**src/rtl/nonrestoring_divider_if.sv**
```systemverilog
// Start/busy/done handshake bundle for the sequential divider.
// Master issues operands; slave returns quotient, remainder and status.
interface nonrestoring_divider_if;
    logic       start;
    logic [7:0] dividend;
    logic [7:0] divisor;
    logic [7:0] quotient;
    logic [7:0] remainder;
    logic       busy;
    logic       done;
    logic       div_zero;

    modport master (
        output start, dividend, divisor,
        input  quotient, remainder, busy, done, div_zero
    );

    modport slave (
        input  start, dividend, divisor,
        output quotient, remainder, busy, done, div_zero
    );
endinterface

```
**src/rtl/nonrestoring_divider.sv**
```systemverilog
// Sequential unsigned 8/8 non-restoring divider, one step per clock.
// IDLE -> RUN (8 steps) -> FIX (remainder correction) -> DONE.
module nonrestoring_divider (
    input  logic                 clk,
    input  logic                 rst,
    nonrestoring_divider_if.slave bus
);

    typedef enum logic [1:0] {
        IDLE,
        RUN,
        FIX,
        DONE
    } state_t;

    state_t     state_q;
    state_t     state_d;

    logic [8:0] a_q;
    logic [7:0] q_q;
    logic [7:0] m_q;
    logic [3:0] cnt_q;
    logic [7:0] quot_q;
    logic [7:0] rem_q;
    logic       dz_q;

    logic       accept;
    logic       zero_div;
    logic [8:0] a_sh;
    logic [8:0] a_step;
    logic [7:0] q_step;
    logic [8:0] a_corr;

    assign accept   = (state_q == IDLE) && bus.start;
    assign zero_div = (bus.divisor == 8'd0);

    // One non-restoring step: shift {A,Q}, then add or subtract M by old sign.
    always_comb begin
        a_sh   = {a_q[7:0], q_q[7]};
        a_step = a_q[8] ? (a_sh + {1'b0, m_q}) : (a_sh - {1'b0, m_q});
        q_step = {q_q[6:0], ~a_step[8]};
        a_corr = a_q[8] ? (a_q + {1'b0, m_q}) : a_q;
    end

    // State register.
    always_ff @(posedge clk or negedge rst) begin
        if (!rst) state_q <= IDLE;
        else      state_q <= state_d;
    end

    // Next-state logic; the 8th step is the one taken while cnt is 7.
    always_comb begin
        state_d = state_q;
        unique case (state_q)
            IDLE: begin
                if (bus.start) state_d = zero_div ? DONE : RUN;
            end
            RUN: begin
                if (cnt_q == 4'd7) state_d = FIX;
            end
            FIX:     state_d = DONE;
            DONE:    state_d = IDLE;
            default: state_d = IDLE;
        endcase
    end

    // Datapath and result registers; results only change on a write.
    always_ff @(posedge clk or negedge rst) begin
        if (!rst) begin
            a_q    <= '0;
            q_q    <= '0;
            m_q    <= '0;
            cnt_q  <= '0;
            quot_q <= '0;
            rem_q  <= '0;
            dz_q   <= 1'b0;
        end else begin
            unique case (state_q)
                IDLE: begin
                    if (accept && zero_div) begin
                        quot_q <= 8'hFF;
                        rem_q  <= bus.dividend;
                        dz_q   <= 1'b1;
                    end else if (accept) begin
                        a_q   <= '0;
                        q_q   <= bus.dividend;
                        m_q   <= bus.divisor;
                        cnt_q <= '0;
                    end
                end
                RUN: begin
                    a_q   <= a_step;
                    q_q   <= q_step;
                    cnt_q <= cnt_q + 4'd1;
                end
                FIX: begin
                    a_q    <= a_corr;
                    quot_q <= q_q;
                    rem_q  <= a_corr[7:0];
                    dz_q   <= 1'b0;
                end
                default: ;
            endcase
        end
    end

    assign bus.quotient  = quot_q;
    assign bus.remainder = rem_q;
    assign bus.div_zero  = dz_q;
    assign bus.busy      = (state_q == RUN) || (state_q == FIX);
    assign bus.done      = (state_q == DONE);

endmodule

```
**src/flat_wrapper.sv**
```systemverilog
// flat-port wrapper written by rule: the top's interface ports become plain ports
module nonrestoring_divider_flat 
  (clk, rst, bus_start, bus_dividend, bus_divisor, bus_quotient, bus_remainder, bus_busy, bus_done, bus_div_zero);
  nonrestoring_divider_if bus_i ();
  input  logic clk;
  input  logic rst;
  input wire logic [$bits(bus_i.start)-1:0] bus_start;
  input wire logic [$bits(bus_i.dividend)-1:0] bus_dividend;
  input wire logic [$bits(bus_i.divisor)-1:0] bus_divisor;
  output wire logic [$bits(bus_i.quotient)-1:0] bus_quotient;
  output wire logic [$bits(bus_i.remainder)-1:0] bus_remainder;
  output wire logic [$bits(bus_i.busy)-1:0] bus_busy;
  output wire logic [$bits(bus_i.done)-1:0] bus_done;
  output wire logic [$bits(bus_i.div_zero)-1:0] bus_div_zero;
  assign bus_i.start = bus_start;
  assign bus_i.dividend = bus_dividend;
  assign bus_i.divisor = bus_divisor;
  assign bus_quotient = bus_i.quotient;
  assign bus_remainder = bus_i.remainder;
  assign bus_busy = bus_i.busy;
  assign bus_done = bus_i.done;
  assign bus_div_zero = bus_i.div_zero;
  nonrestoring_divider u_core (.clk(clk), .rst(rst), .bus(bus_i));
endmodule
```
**config.mk**
```make
export PLATFORM = sky130hd
export DESIGN_NAME = nonrestoring_divider_flat
export DESIGN_NICKNAME = d
export VERILOG_FILES = /design/src/rtl/nonrestoring_divider_if.sv /design/src/rtl/nonrestoring_divider.sv /design/src/flat_wrapper.sv
export SDC_FILE = /design/constraint.sdc
export NUM_CORES = 1
export LEC_CHECK = 0
export CAP_MARGIN = 40
export CORE_MARGIN = 2
export CORE_UTILIZATION = 50
export DETAILED_ROUTE_END_ITERATION = 10
export HOLD_SLACK_MARGIN = 0.08
export PLACE_DENSITY = 0.78
export RECOVER_POWER = 25
export SYNTH_ARGS = -nofsm -noshare
export SYNTH_HDL_FRONTEND = slang
export SYNTH_SLANG_ARGS = --single-unit
```
**constraint.sdc**
```tcl
create_clock -name clk -period 4.52 [get_ports clk]
set_clock_uncertainty 0.1 [all_clocks]
set_input_delay 0.904 -clock clk [delete_from_list [all_inputs] [get_ports clk]]
set_output_delay 0.904 -clock clk [all_outputs]
set_load 0.01 [all_outputs]
```
==> reports/metrics.csv <==
metric,value,unit
Diodes inserted,0,
Routed WL,7157,um
sequential share of the synthesized area,37.71,%
Fin. Hold Viols,0,
Avg Inst Size Synth,9.287,um2
fin crit period,3032,ps
combinational cell fraction of total power,62.9,%
insertion delay to the later sink of the worst-skew pair,300,ps
Pleak,1.568,nW
Die Footprint,7026,um2
reg2reg path depth,11,
root buffer cell,clkbuf_8,
relative slew slack,-9.652,%
Final HPWL DP,5463,um
worst setup path class,flop to output pin,
Max Cap Viol,1,
Crit Path Max Fanout,11,
failing checks,"capacitance limit, slew limit",
Num CTS Buffers,5,
RD Place Congestion,0.8641,
# rows,29,
switching power,1.401,mW
TritonRoute pass-1 iters,4,
CTS max path bufs,2,
Top-Level Pins,38,
Die Height,83.82,um
Synth Flop Type,dfrtp_1,
H-Tree Depth,2,
Sequential Power Share,27.8,%
vias in the first global route,2606,
Post-Syn Nets,386,
crit start category,flop,
initial antenna violation count,0,
setup TNS,0,ps
Final Setup Violations,0,
Synth async-reset ratio,100.0,%
Peak Freq,329.8,MHz
Clock Sinks,48,
internal power,1.581,mW
Worst Hold Class,flop to flop,
Finished Core Util,59.26,%
power per cell area,806.3,nW/um2
GRT Residual Overflow,0,
RSZ-0062 raised after global routing,false,
core area,6241,um2
Die X,83.82,um
Slew @ Worst Pin,1645,ps
hold_ws,385.5,ps
CTS tree,built,
design area,3699,um2
Syn-to-layout area delta,16.10,%
worst vdd ir,0.4038,mV
pin count of the biggest net entering global routing,32,
Yosys top cell by area,dfrtp_1,
PortBufs,37,
worst r2r src,u_core.m_q[2],
Final Max Slew Viols,32,
Sw Ratio,47.00,%
"top cells by count, synth","dfrtp_1 (48), nand2_1 (34), nor2_1 (32)",
layout cell share with drive strength beyond 1,8.201,%
hold_buf cts,0,
RR Endpoint,u_core.q_q[0],
DRT iter0 DRCs,147,
Final nets,420,
Antenna Violating Nets Remaining,0,
clock transition at the registers of the reported paths,90,ps
global-route wire length before repair,12280,um
Synth Register Bits,48,
Worst EP arrival,2030,ps
outcome,"finished, violations left",
DR vias/cell,5.877,
DP Area,3618,um2
Clock Power Share,9.3,%
crit path capture,bus_busy,
Critical Path Start,u_core.state_q[1],
Yosys warnings,0,
Tot GR Track Use,21.42,%
post-CTS setup buffer count,0,
ranking of synthesized cells by area,"dfrtp_1 (38%), ha_1 (8.6%), o21ai_0 (4.9%)",
hold path startpoint,u_core.bus.div_zero,
reg2reg setup slack,1500,ps
Yosys top cell area share,37.71,%
most frequent cell after synthesis,dfrtp_1,
"Cell Area, Synth",3186,um2
post-CTS resize count,0,
post-synthesis cell count,343,
Netlist cell types,54,
DR vias,2674,
crit share post-route,67.08,%
Post-synth EDFFs,0,
DRC viols,0,
"Req. time, crit path",3520,ps
CP Capture Type,output pin,
wire per inst,15.73,um
starting density of the core,51.04,%
registers in the layout, indices dropped and copies added, names as in the netlist:
signal / cells
u_core.state_q: 2
u_core.bus.remainder: 8
u_core.m_q: 8
u_core.bus.quotient: 8
u_core.q_q: 8
u_core.a_q: 9
u_core.cnt_q: 4
u_core.bus.div_zero: 1
per-stage QoR:
step | power, mW | instances | worst slack [ps]
floorplan | 2.205 | 343 | 1746
global placement | 2.620 | 444 | 1391
detailed placement | 2.701 | 447 | 1314
CTS | 2.988 | 455 | 1502
global route | 3.253 | 455 | 1109
finish | 2.982 | 455 | 1488
logic make-up (layout without fill, tap and decap cells):
family	count (synthesis)	after routing	share of synthesized area (%)
AO/OA/AOI/OAI	110	110	23.33
AND/OR/NAND/NOR	97	97	14.65
flip-flops	48	48	37.71
buffers and inverters	33	68	4.831
adder cells (fa/ha/maj)	24	24	9.898
multiplexers	18	18	6.010
XOR/XNOR	13	13	3.574
critical path, cell delays in order, from the launching register on:
cell and delay [ps]:
dfrtp_1 430, inv_1 90, ha_1 580, clkdlybuf4s50_1 630
how the worst min path moves through the flow:
stage | slack (ps) | cells past startpoint | end
2_1_floorplan | 370 | 2 | u_core.q_q[1]
3_3_place_gp | 360 | 1 | u_core.bus.div_zero
3_5_place_dp | 370 | 1 | u_core.bus.div_zero
4_1_cts | 390 | 1 | u_core.bus.div_zero
5_1_grt | 420 | 1 | u_core.bus.div_zero
6_report | 390 | 1 | u_core.bus.div_zero
layout by cell type, fill, tap and decap left out, drive strengths merged, types with 5 or more instances in the layout:
cell type,Yosys,layout
mux2,9,9
o21ai,33,33
a21oi,18,18
nand2,36,36
o22ai,6,6
a21o,7,7
a211oi,9,9
clkdlybuf4s50,0,36
dfrtp,48,48
nor2,32,32
nand3,7,7
a31oi,11,11
nor3,10,10
inv,20,20
ha,22,22
a22oi,5,5
xnor2,6,6
clkbuf,1,8
xor2,7,7
mux2i,9,9
power by group through the flow:
| stage | Clock, mW | Sequential, mW | Combinational (mW) |
|---|---|---|---|
| floorplan | 0 | 0.787 | 1.42 |
| global placement | 0 | 0.826 | 1.79 |
| detailed placement | 0 | 0.834 | 1.87 |
| CTS | 0.287 | 0.826 | 1.87 |
| global route | 0.298 | 0.855 | 2.10 |
| finish | 0.276 | 0.829 | 1.88 |
metal layers:
metal  part of all wire, %  vias to the layer above  GRT usage [%]
li1                      -                     1312              -
met1                    45                     1266          28.37
met2                    47                       82          34.55
met3                   6.2                       14          4.253
met4                   1.7                        0          8.504
met5                     0                        -              0
layout make-up:
type                       instances  area (um2)
sequential                        48        1201
timing repair buffer              40       397.9
clock buffer                       6       82.58
tap                               77       96.34
clock inverter                     2       15.01
inverter                          20       75.07
fill                             542        2542
multi-input combinational        262        1831
Note: power is estimated with default switching activity, not from simulation.
